`config.mk`:
```
export PLATFORM = sky130hd
export DESIGN_NAME = signal_meter_mc
export DESIGN_NICKNAME = d
export VERILOG_FILES = /design/src/rtl/sigmeter_pkg.sv /design/src/rtl/sigmeter_chan.sv /design/src/rtl/signal_meter_mc.sv
export SDC_FILE = /design/constraint.sdc
export NUM_CORES = 1
export LEC_CHECK = 0
export BUFFER_PORTS_ARGS = -buffer_cell sky130_fd_sc_hd__buf_2
export CAP_MARGIN = 5
export CORE_ASPECT_RATIO = 1.1
export CORE_MARGIN = 2
export CORE_UTILIZATION = 62
export CTS_CLUSTER_SIZE = 25
export DETAILED_ROUTE_END_ITERATION = 16
export MAX_ROUTING_LAYER = met4
export PLACE_DENSITY = 0.8
export SLEW_MARGIN = 20
export SYNTH_ARGS = -nofsm -noshare
export SYNTH_HDL_FRONTEND = slang
export SYNTH_SLANG_ARGS = --single-unit
```
`constraint.sdc`:
```
create_clock -name clock -period 5.6 [get_ports clock]
set_clock_uncertainty 0.2 [all_clocks]
set_input_delay 0.56 -clock clock [delete_from_list [all_inputs] [get_ports clock]]
set_output_delay 0.56 -clock clock [all_outputs]
set_load 0.005 [all_outputs]
```
`src/rtl/sigmeter_pkg.sv`:
```
`default_nettype none
// ============================================================================
// Module      : sigmeter_pkg
// Description : Shared types and helpers for the multi-channel signal meter.
//               - sigmeter_state_e  : result streaming FSM states
//               - sigmeter_result_t : one channel's measurement result
//               - reset_threshold() : mid-scale crossing threshold after reset
// Ports       : none (package)
// Revision    : 1.0 - initial release
// ============================================================================
package sigmeter_pkg;

    // Widths of the result record. The meter's DATA_W / FREQ_W parameters
    // must match these; the top level refuses to elaborate otherwise.
    localparam int c_RESULT_DATA_W = 12;
    localparam int c_RESULT_FREQ_W = 32;

    typedef enum logic [0:0] {
        ST_ACCUM = 1'b0,
        ST_DUMP  = 1'b1
    } sigmeter_state_e;

    typedef struct packed {
        logic [c_RESULT_DATA_W-1:0] vpp;
        logic [c_RESULT_DATA_W-1:0] offset;
        logic [c_RESULT_FREQ_W-1:0] freq;
        logic                       no_signal;
    } sigmeter_result_t;

    // Mid-scale code 2^(data_w-1); callers truncate to their own width.
    function automatic logic [31:0] reset_threshold(input int data_w);
        return 32'd1 << (data_w - 1);
    endfunction

endpackage
`default_nettype wire

```
`src/rtl/sigmeter_chan.sv`:
```
`default_nettype none
// ============================================================================
// Module      : sigmeter_chan
// Description : One measurement channel: min/max, threshold crossing count,
//               adaptive threshold and the result snapshot taken at gate end.
//               Optional hysteresis on the crossing detector when the macro
//               SIGMETER_HYST_EN is defined.
// Ports       : clk, rst           - clock, synchronous active-high reset
//               i_sample_valid     - sample for this channel this cycle
//               i_sample_data      - ADC code
//               i_gate_tick        - gate end strobe
//               o_live             - result computed from current accumulators
//               o_snap             - result captured at the last gate end
// Revision    : 1.0 - initial release
// ============================================================================
module sigmeter_chan
    import sigmeter_pkg::*;
#(
    parameter int DATA_W = c_RESULT_DATA_W,
    parameter int FREQ_W = c_RESULT_FREQ_W,
    parameter int HYST   = 16
) (
    input  logic              clk,
    input  logic              rst,
    input  logic              i_sample_valid,
    input  logic [DATA_W-1:0] i_sample_data,
    input  logic              i_gate_tick,
    output sigmeter_result_t  o_live,
    output sigmeter_result_t  o_snap
);

    localparam logic [DATA_W-1:0] c_THR_RESET = DATA_W'(reset_threshold(DATA_W));
    localparam logic [DATA_W-1:0] c_ALL_ONES  = '1;
    localparam logic [FREQ_W-1:0] c_CNT_MAX   = '1;

    if (HYST < 0) begin : g_hyst_check
        $error("sigmeter_chan: HYST must be non-negative");
    end

    logic [DATA_W-1:0] r_min;
    logic [DATA_W-1:0] r_max;
    logic [DATA_W-1:0] r_thr;
    logic [FREQ_W-1:0] r_count;
    logic              r_seen;

    logic [DATA_W:0]   w_sum;
    logic [DATA_W-1:0] w_thr_use;
    logic [DATA_W-1:0] w_min_base;
    logic [DATA_W-1:0] w_max_base;
    logic [FREQ_W-1:0] w_cnt_base;
    logic              w_seen_base;
    logic              w_cross;

    // One extra bit so max+min cannot wrap before halving.
    assign w_sum = {1'b0, r_max} + {1'b0, r_min};

    always_comb begin
        o_live.no_signal = ~r_seen;
        if (r_seen) begin
            o_live.vpp    = r_max - r_min;
            o_live.offset = w_sum[DATA_W:1];
            o_live.freq   = r_count;
        end else begin
            o_live.vpp    = '0;
            o_live.offset = r_thr;
            o_live.freq   = '0;
        end
    end

    // At gate end the new threshold is exactly the snapshot offset (which
    // already falls back to the held threshold for an idle channel). A sample
    // landing on the gate end cycle belongs to the new gate, so it is judged
    // against the new threshold and folded into freshly cleared accumulators.
    assign w_thr_use   = i_gate_tick ? o_live.offset : r_thr;
    assign w_min_base  = i_gate_tick ? c_ALL_ONES : r_min;
    assign w_max_base  = i_gate_tick ? '0 : r_max;
    assign w_cnt_base  = i_gate_tick ? '0 : r_count;
    assign w_seen_base = i_gate_tick ? 1'b0 : r_seen;

`ifdef SIGMETER_HYST_EN
    localparam logic [DATA_W:0] c_HYST = (DATA_W+1)'(HYST);

    logic [DATA_W:0]   w_lo_ext;
    logic [DATA_W:0]   w_hi_ext;
    logic [DATA_W-1:0] w_thr_lo;
    logic [DATA_W-1:0] w_thr_hi;
    logic              r_armed;

    // Borrow/carry out of the extended width selects the clamp value.
    assign w_lo_ext = {1'b0, w_thr_use} - c_HYST;
    assign w_hi_ext = {1'b0, w_thr_use} + c_HYST;
    assign w_thr_lo = w_lo_ext[DATA_W] ? '0 : w_lo_ext[DATA_W-1:0];
    assign w_thr_hi = w_hi_ext[DATA_W] ? c_ALL_ONES : w_hi_ext[DATA_W-1:0];

    assign w_cross = i_sample_valid && r_armed && (i_sample_data > w_thr_hi);

    always_ff @(posedge clk) begin
        if (rst) begin
            r_armed <= 1'b0;
        end else if (i_sample_valid) begin
            if (w_cross) begin
                r_armed <= 1'b0;
            end else if (i_sample_data < w_thr_lo) begin
                r_armed <= 1'b1;
            end
        end
    end
`else
    logic w_above;
    logic r_above;

    assign w_above = (i_sample_data >= w_thr_use);
    assign w_cross = i_sample_valid && w_above && !r_above;

    // Previous-above state survives gate boundaries so an edge straddling
    // the gate end is counted exactly once.
    always_ff @(posedge clk) begin
        if (rst) begin
            r_above <= 1'b0;
        end else if (i_sample_valid) begin
            r_above <= w_above;
        end
    end
`endif

    always_ff @(posedge clk) begin
        if (rst) begin
            r_min   <= c_ALL_ONES;
            r_max   <= '0;
            r_count <= '0;
            r_seen  <= 1'b0;
            r_thr   <= c_THR_RESET;
            o_snap  <= '0;
        end else begin
            if (i_gate_tick) begin
                o_snap <= o_live;
                r_thr  <= w_thr_use;
            end
            r_seen  <= w_seen_base | i_sample_valid;
            r_min   <= (i_sample_valid && (i_sample_data < w_min_base)) ? i_sample_data : w_min_base;
            r_max   <= (i_sample_valid && (i_sample_data > w_max_base)) ? i_sample_data : w_max_base;
            r_count <= (w_cross && (w_cnt_base != c_CNT_MAX)) ? (w_cnt_base + FREQ_W'(1)) : w_cnt_base;
        end
    end

endmodule
`default_nettype wire

```
`src/rtl/signal_meter_mc.sv`:
```
`default_nettype none
// ============================================================================
// Module      : signal_meter_mc
// Description : Multi-channel measurement engine. Per channel and per gate
//               window it measures peak-to-peak, midpoint offset and rising
//               threshold crossings, then streams one result per channel.
//               Define SIGMETER_HYST_EN to add hysteresis to crossing
//               detection.
// Ports       : clock, reset  - clock, synchronous active-high reset
//               sample_valid / sample_ch / sample_data - ADC sample input
//               result_valid  - one-cycle strobe per channel result
//               result_ch, vpp, offset, freq, no_signal - result fields
//               gate_tick     - one-cycle strobe at gate end
// Revision    : 1.0 - initial release
// ============================================================================
module signal_meter_mc
    import sigmeter_pkg::*;
#(
    parameter int DATA_W      = c_RESULT_DATA_W,
    parameter int NUM_CH      = 2,
    parameter int CH_W        = ($clog2(NUM_CH) > 0) ? $clog2(NUM_CH) : 1,
    parameter int GATE_CYCLES = 50_000_000,
    parameter int FREQ_W      = c_RESULT_FREQ_W,
    parameter int HYST        = 16
) (
    input  logic              clock,
    input  logic              reset,
    input  logic              sample_valid,
    input  logic [CH_W-1:0]   sample_ch,
    input  logic [DATA_W-1:0] sample_data,
    output logic              result_valid,
    output logic [CH_W-1:0]   result_ch,
    output logic [DATA_W-1:0] vpp,
    output logic [DATA_W-1:0] offset,
    output logic [FREQ_W-1:0] freq,
    output logic              no_signal,
    output logic              gate_tick
);

    localparam int              c_GATE_W     = ($clog2(GATE_CYCLES) > 0) ? $clog2(GATE_CYCLES) : 1;
    localparam logic [c_GATE_W-1:0] c_GATE_LAST = c_GATE_W'(GATE_CYCLES - 1);
    localparam logic [CH_W:0]   c_NUM_CH_IDX = (CH_W+1)'(NUM_CH);

    if (GATE_CYCLES <= NUM_CH + 1) begin : g_gate_check
        $error("signal_meter_mc: GATE_CYCLES must exceed NUM_CH+1");
    end
    if ((DATA_W != c_RESULT_DATA_W) || (FREQ_W != c_RESULT_FREQ_W)) begin : g_width_check
        $error("signal_meter_mc: DATA_W/FREQ_W must match sigmeter_pkg result widths");
    end

    logic [c_GATE_W-1:0] r_gate_cnt;
    logic [NUM_CH-1:0]   w_ch_valid;
    sigmeter_result_t    w_live [NUM_CH];
    sigmeter_result_t    w_snap [NUM_CH];
    sigmeter_state_e     r_state;
    sigmeter_state_e     w_state_nxt;
    logic [CH_W:0]       r_ch_idx;
    logic [CH_W:0]       w_ch_idx_nxt;
    logic [CH_W:0]       w_emit_idx;
    logic                w_emit;
    sigmeter_result_t    w_src;

    assign gate_tick = (r_gate_cnt == c_GATE_LAST);

    always_ff @(posedge clock) begin
        if (reset) begin
            r_gate_cnt <= '0;
        end else if (gate_tick) begin
            r_gate_cnt <= '0;
        end else begin
            r_gate_cnt <= r_gate_cnt + c_GATE_W'(1);
        end
    end

    // Out-of-range channel codes match no decoder and are dropped.
    for (genvar g = 0; g < NUM_CH; g++) begin : g_chan
        localparam logic [CH_W-1:0] c_IDX = CH_W'(g);

        assign w_ch_valid[g] = sample_valid && (sample_ch == c_IDX);

        sigmeter_chan #(
            .DATA_W (DATA_W),
            .FREQ_W (FREQ_W),
            .HYST   (HYST)
        ) u_chan (
            .clk            (clock),
            .rst            (reset),
            .i_sample_valid (w_ch_valid[g]),
            .i_sample_data  (sample_data),
            .i_gate_tick    (gate_tick),
            .o_live         (w_live[g]),
            .o_snap         (w_snap[g])
        );
    end

    always_ff @(posedge clock) begin
        if (reset) begin
            r_state  <= ST_ACCUM;
            r_ch_idx <= '0;
        end else begin
            r_state  <= w_state_nxt;
            r_ch_idx <= w_ch_idx_nxt;
        end
    end

    // Channel 0 is emitted on the gate end edge itself, straight from the
    // live accumulators (identical to what the snapshot captures on that
    // edge); the rest come from the snapshot bank, one per cycle.
    always_comb begin
        w_state_nxt  = r_state;
        w_ch_idx_nxt = r_ch_idx;
        w_emit       = 1'b0;
        w_emit_idx   = r_ch_idx;
        case (r_state)
            ST_ACCUM: begin
                w_emit_idx = '0;
                if (gate_tick) begin
                    w_emit       = 1'b1;
                    w_state_nxt  = ST_DUMP;
                    w_ch_idx_nxt = (CH_W+1)'(1);
                end
            end
            ST_DUMP: begin
                if (r_ch_idx < c_NUM_CH_IDX) begin
                    w_emit       = 1'b1;
                    w_ch_idx_nxt = r_ch_idx + (CH_W+1)'(1);
                end else begin
                    w_state_nxt  = ST_ACCUM;
                    w_ch_idx_nxt = '0;
                end
            end
            default: begin
                w_state_nxt  = ST_ACCUM;
                w_ch_idx_nxt = '0;
            end
        endcase
    end

    always_comb begin
        w_src = '0;
        for (int i = 0; i < NUM_CH; i++) begin
            if (w_emit_idx == (CH_W+1)'(i)) begin
                w_src = (r_state == ST_ACCUM) ? w_live[i] : w_snap[i];
            end
        end
    end

    always_ff @(posedge clock) begin
        if (reset) begin
            result_valid <= 1'b0;
            result_ch    <= '0;
            vpp          <= '0;
            offset       <= '0;
            freq         <= '0;
            no_signal    <= 1'b0;
        end else begin
            result_valid <= w_emit;
            if (w_emit) begin
                result_ch <= w_emit_idx[CH_W-1:0];
                vpp       <= w_src.vpp;
                offset    <= w_src.offset;
                freq      <= w_src.freq;
                no_signal <= w_src.no_signal;
            end
        end
    end

endmodule
`default_nettype wire

```
==> impl_metrics.toml <==
[routing]
wl_per_cell_um = 19.8
drt_iter0_drc = 1405
ant_nets = 0
vias_per_cell = 6.30
vias = 15843
drc = 0
firstDrtPassIters = 7
wl_um = 49700

[critical_path]
path_cells = "inv_1 > ha_1 > inv_1 > o221ai_1 > a21oi_1 > or3_1 > a31oi_1 > nand2_1 > a21boi_0 > ha_1 > nand4_1 > o31a_1 > nor4_4 > buf_4 > nand4_4 > or4_1 > a21oi_1"
reg2reg_from = "g_chan[0].u_chan.r_min[2]"
cp.arrival_ns = 4.97
cp_num_buf_inv = 3
reg2reg_depth = 17
critical_path.top_delay_family = "simple AND/OR/NAND/NOR gates"
path_class = "register to register"
crit_start = "g_chan[0].u_chan.r_min[2]"
rr_endpoint = "g_chan[0].u_chan.r_count[30]"
rrSetupSlack_ns = 0.90
cp_slowest_stage_delay_ns = 0.52
crit_fanout = 17
cp_slowest_cell = "or4_1"
start_kind = "register"
endpoint_kind = "register"
worstPathRequired_ns = 5.88

[synth]
synth.area.top_cells = "dfxtp_1 (39%), ha_1 (8.4%), nor2_1 (7.0%)"
yosys.cell_types.count = 74
syn_inst = 2115
yosysTopAreaCell = "dfxtp_1"
ys_warn_count = 0
seq_area_frac_synth_pct = 38.5
syn-cell-area_sq_um = 17700
syn_area_per_cell_sq_um = 8.38
async_reset_ff_share_pct = 0
synth_seq_cells = 341
synth-edff-count = 0
yosysTopAreaCellShare_pct = 38.5
synth_flop_cell = "dfxtp_1"
syn_nets = 2254

[clocking]
clkSinkCount = 341
clockBufferDepth = 3
cts_tree = "done"
post_cts_resized = 0
post_cts_buffers = 0
clockRootBuffer = "clkbuf_16"
htree_num_levels = 2
postCtsHoldBufs = 0
clk_pin_slew_ns = 0.06
cts_buffers = 37
insertion_delay_ns = 0.54

[power]
p_leak_nw = 7.93
p_switching_mw = 1.39
swShare_pct = 24.8
combPwrFrac_pct = 9.3
p_int_mw = 4.22
seq_power_share_pct = 44.2
powerDensity_nw_per_um2 = 286
vdd_drop_max_mv = 0.291
clockPowerShare_pct = 46.5

[die]
io_pins = 76
core_sq_um = 27900
initial_core_util_pct = 63.4
die_h_um = 181
core.rowCount = 64
dieArea_sq_um = 29900
die_w_um = 165

[placed_design]
dp.cells = 2448
post-dp-hpwl_um = 34800
dpl_cell_area_sq_um = 18300
gp_congestion = 0.985
io_buffers = 75

[timing]
worst_slew_pin_slew_ns = 0.926
fin_crit_sh_pct = 83.9
timing.fmax_ghz = 0.213
period_needed_ns = 4.70
tns_ns = 0
rsz0062_at_grt = "no"
maxSlewViolCount = 0
setup_viol = 0
hold_violations = 0
relSlewSlack_pct = 38.2

[global_routing]
antenna_found_initial = 0
grt_start_max_net_pins = 89
grt.total_usage_pct = 33.9
grt_pass1_wl_um = 78600
grt_pass1_vias = 14764
grt_util_met2_pct = 54.0
use_met1_pct = 41.5
grtUsageMet3_pct = 4.02
grt_remaining_overflow = 0
busiest_layer = "met2"

[min_path]
min_to = "g_chan[0].u_chan.r_max[0]"
min-delay-start = "sample_data[0]"
worst_hold_path.num_cells = 3
hp-class = "input port to register"

[layout]
syn2layout_area_growth_pct = 10.9
layout.cells.non_filler = 2514
num_antenna_cells = 0
nets = 2263
drive_gt1_share_pct = 10.5
fin_area_sq_um = 19600
final_util_pct = 70.3

[run_status]
status = "finished, final reports clean"

[run]
drv_cap = 0
## power by group through the flow
stage | clock, mW | sequential, mW | combinational, mW
after floorplan | 0 | 2.52 | 0.373
after global routing | 2.73 | 2.48 | 0.575
after detailed placement | 0 | 2.53 | 0.511
after global placement | 0 | 2.53 | 0.500
after CTS | 2.63 | 2.48 | 0.515
final | 2.61 | 2.48 | 0.525
## layer usage
layer	up-vias	share of wire, %
met5	-	0
met4	0	6.5
met3	177	6.3
met2	611	47
met1	7506	40
li1	7549	-
## kinds of logic (layout without fill, tap and decap cells)
group	Yosys count	count (layout)	synth area share [%]
AOI/OAI and AO/OA	461	461	17.9
xor gates and xnor gates	95	95	4.70
adders and majority gates	123	123	8.85
buffers and inverters	204	240	4.46
DFF	341	341	38.5
muxes	60	60	3.49
and+or+nand+nor	831	831	22.1
## how the worst max path moves through the flow
stage | end | slack (ns) | cells after the start
floorplan | g_chan[0].u_chan.r_count[14] | 1.26 | 17
global placement | g_chan[1].u_chan.r_count[17] | 1.09 | 19
detailed placement | g_chan[0].u_chan.r_count[1] | 0.92 | 18
CTS | g_chan[0].u_chan.r_count[1] | 0.93 | 18
global route | g_chan[1].u_chan.r_count[30] | 0.54 | 19
finish | g_chan[0].u_chan.r_count[30] | 0.90 | 17
## layout by cell type, fill, tap and decap left out, types with 6 or more instances in the layout
cell type    n
nand2b_1    17
buf_4       32
or4_1       12
mux2i_1     46
xnor2_1     48
xor2_1      47
nand4_1     28
a31oi_1     10
and4_1      10
a222oi_1    10
bufinv_16    6
a21oi_1    104
a21o_1      19
nor4_1      12
ha_1       119
or3_1       25
clkinv_2     9
and3_1      14
and2_1       7
inv_1       67
clkbuf_16   37
mux2_2      14
or2_2        8
clkbuf_8     6
buf_2       74
nand3_1     47
nor2b_1     18
a221oi_1    40
nor2_1     328
a211oi_1    32
nor3_1      77
a22o_1      73
nand3b_1    12
nand2_1    187
dfxtp_1    339
o31ai_1     15
o211a_1      6
o211ai_1    10
o21ai_0     97
## final cells by class
cell class / instances / area (sq um)
clock inverters: 22 / 298
fillers: 2220 / 8300
clock buffers: 44 / 1010
flip-flops and latches: 341 / 6830
inverters: 67 / 251
well taps: 363 / 454
repair buffers: 107 / 622
multi-input cells: 1570 / 10200
## registers in the layout, summed over array words and instances, names as in the netlist, 2 cells and up
name	flops
g_chan.u_chan.r_thr	24
g_chan.u_chan.r_seen	2
offset	12
g_chan.u_chan.r_min	24
g_chan.u_chan.r_max	24
g_chan.u_chan.r_count	64
vpp	12
freq	32
g_chan.u_chan.o_snap	114
g_chan.u_chan.r_above	2
r_gate_cnt	26
r_ch_idx	2
## worst min-delay path: stages
cell and delay [ns]:
buf_2 0.15, mux2i_1 0.09, nor2_1 0.08
## synthesized netlist by cell type (all sizes together) (12+ instances only)
cell type and n:
mux2i 46, nor2b 18, or3 26, dfxtp 341, or4 12, nand2 188, clkbuf 120, o31ai 15
xor2 47, buf 17, nor3 80, and3 14, a221oi 40, xnor2 48, a211oi 32, o21ai 101
a21oi 104, ha 119, nand3 52, nor4 14, nand2b 17, inv 67, nor2 333, nand4 29
mux2 14, a22o 73, nand3b 12, a21o 19
## through the flow
| step | hold slack, ns | power, mW | setup WS [ns] |
|---|---|---|---|
| 5_1_grt | 0.185 | 5.79 | 0.540 |
| 4_1_cts | 0.159 | 5.62 | 0.927 |
| 2_1_floorplan | 0.225 | 2.89 | 1.26 |
| 3_5_place_dp | 0.246 | 3.04 | 0.925 |
| 3_3_place_gp | 0.238 | 3.03 | 1.09 |
| 6_report | 0.184 | 5.61 | 0.904 |
Note: power is estimated with default switching activity, not from simulation.
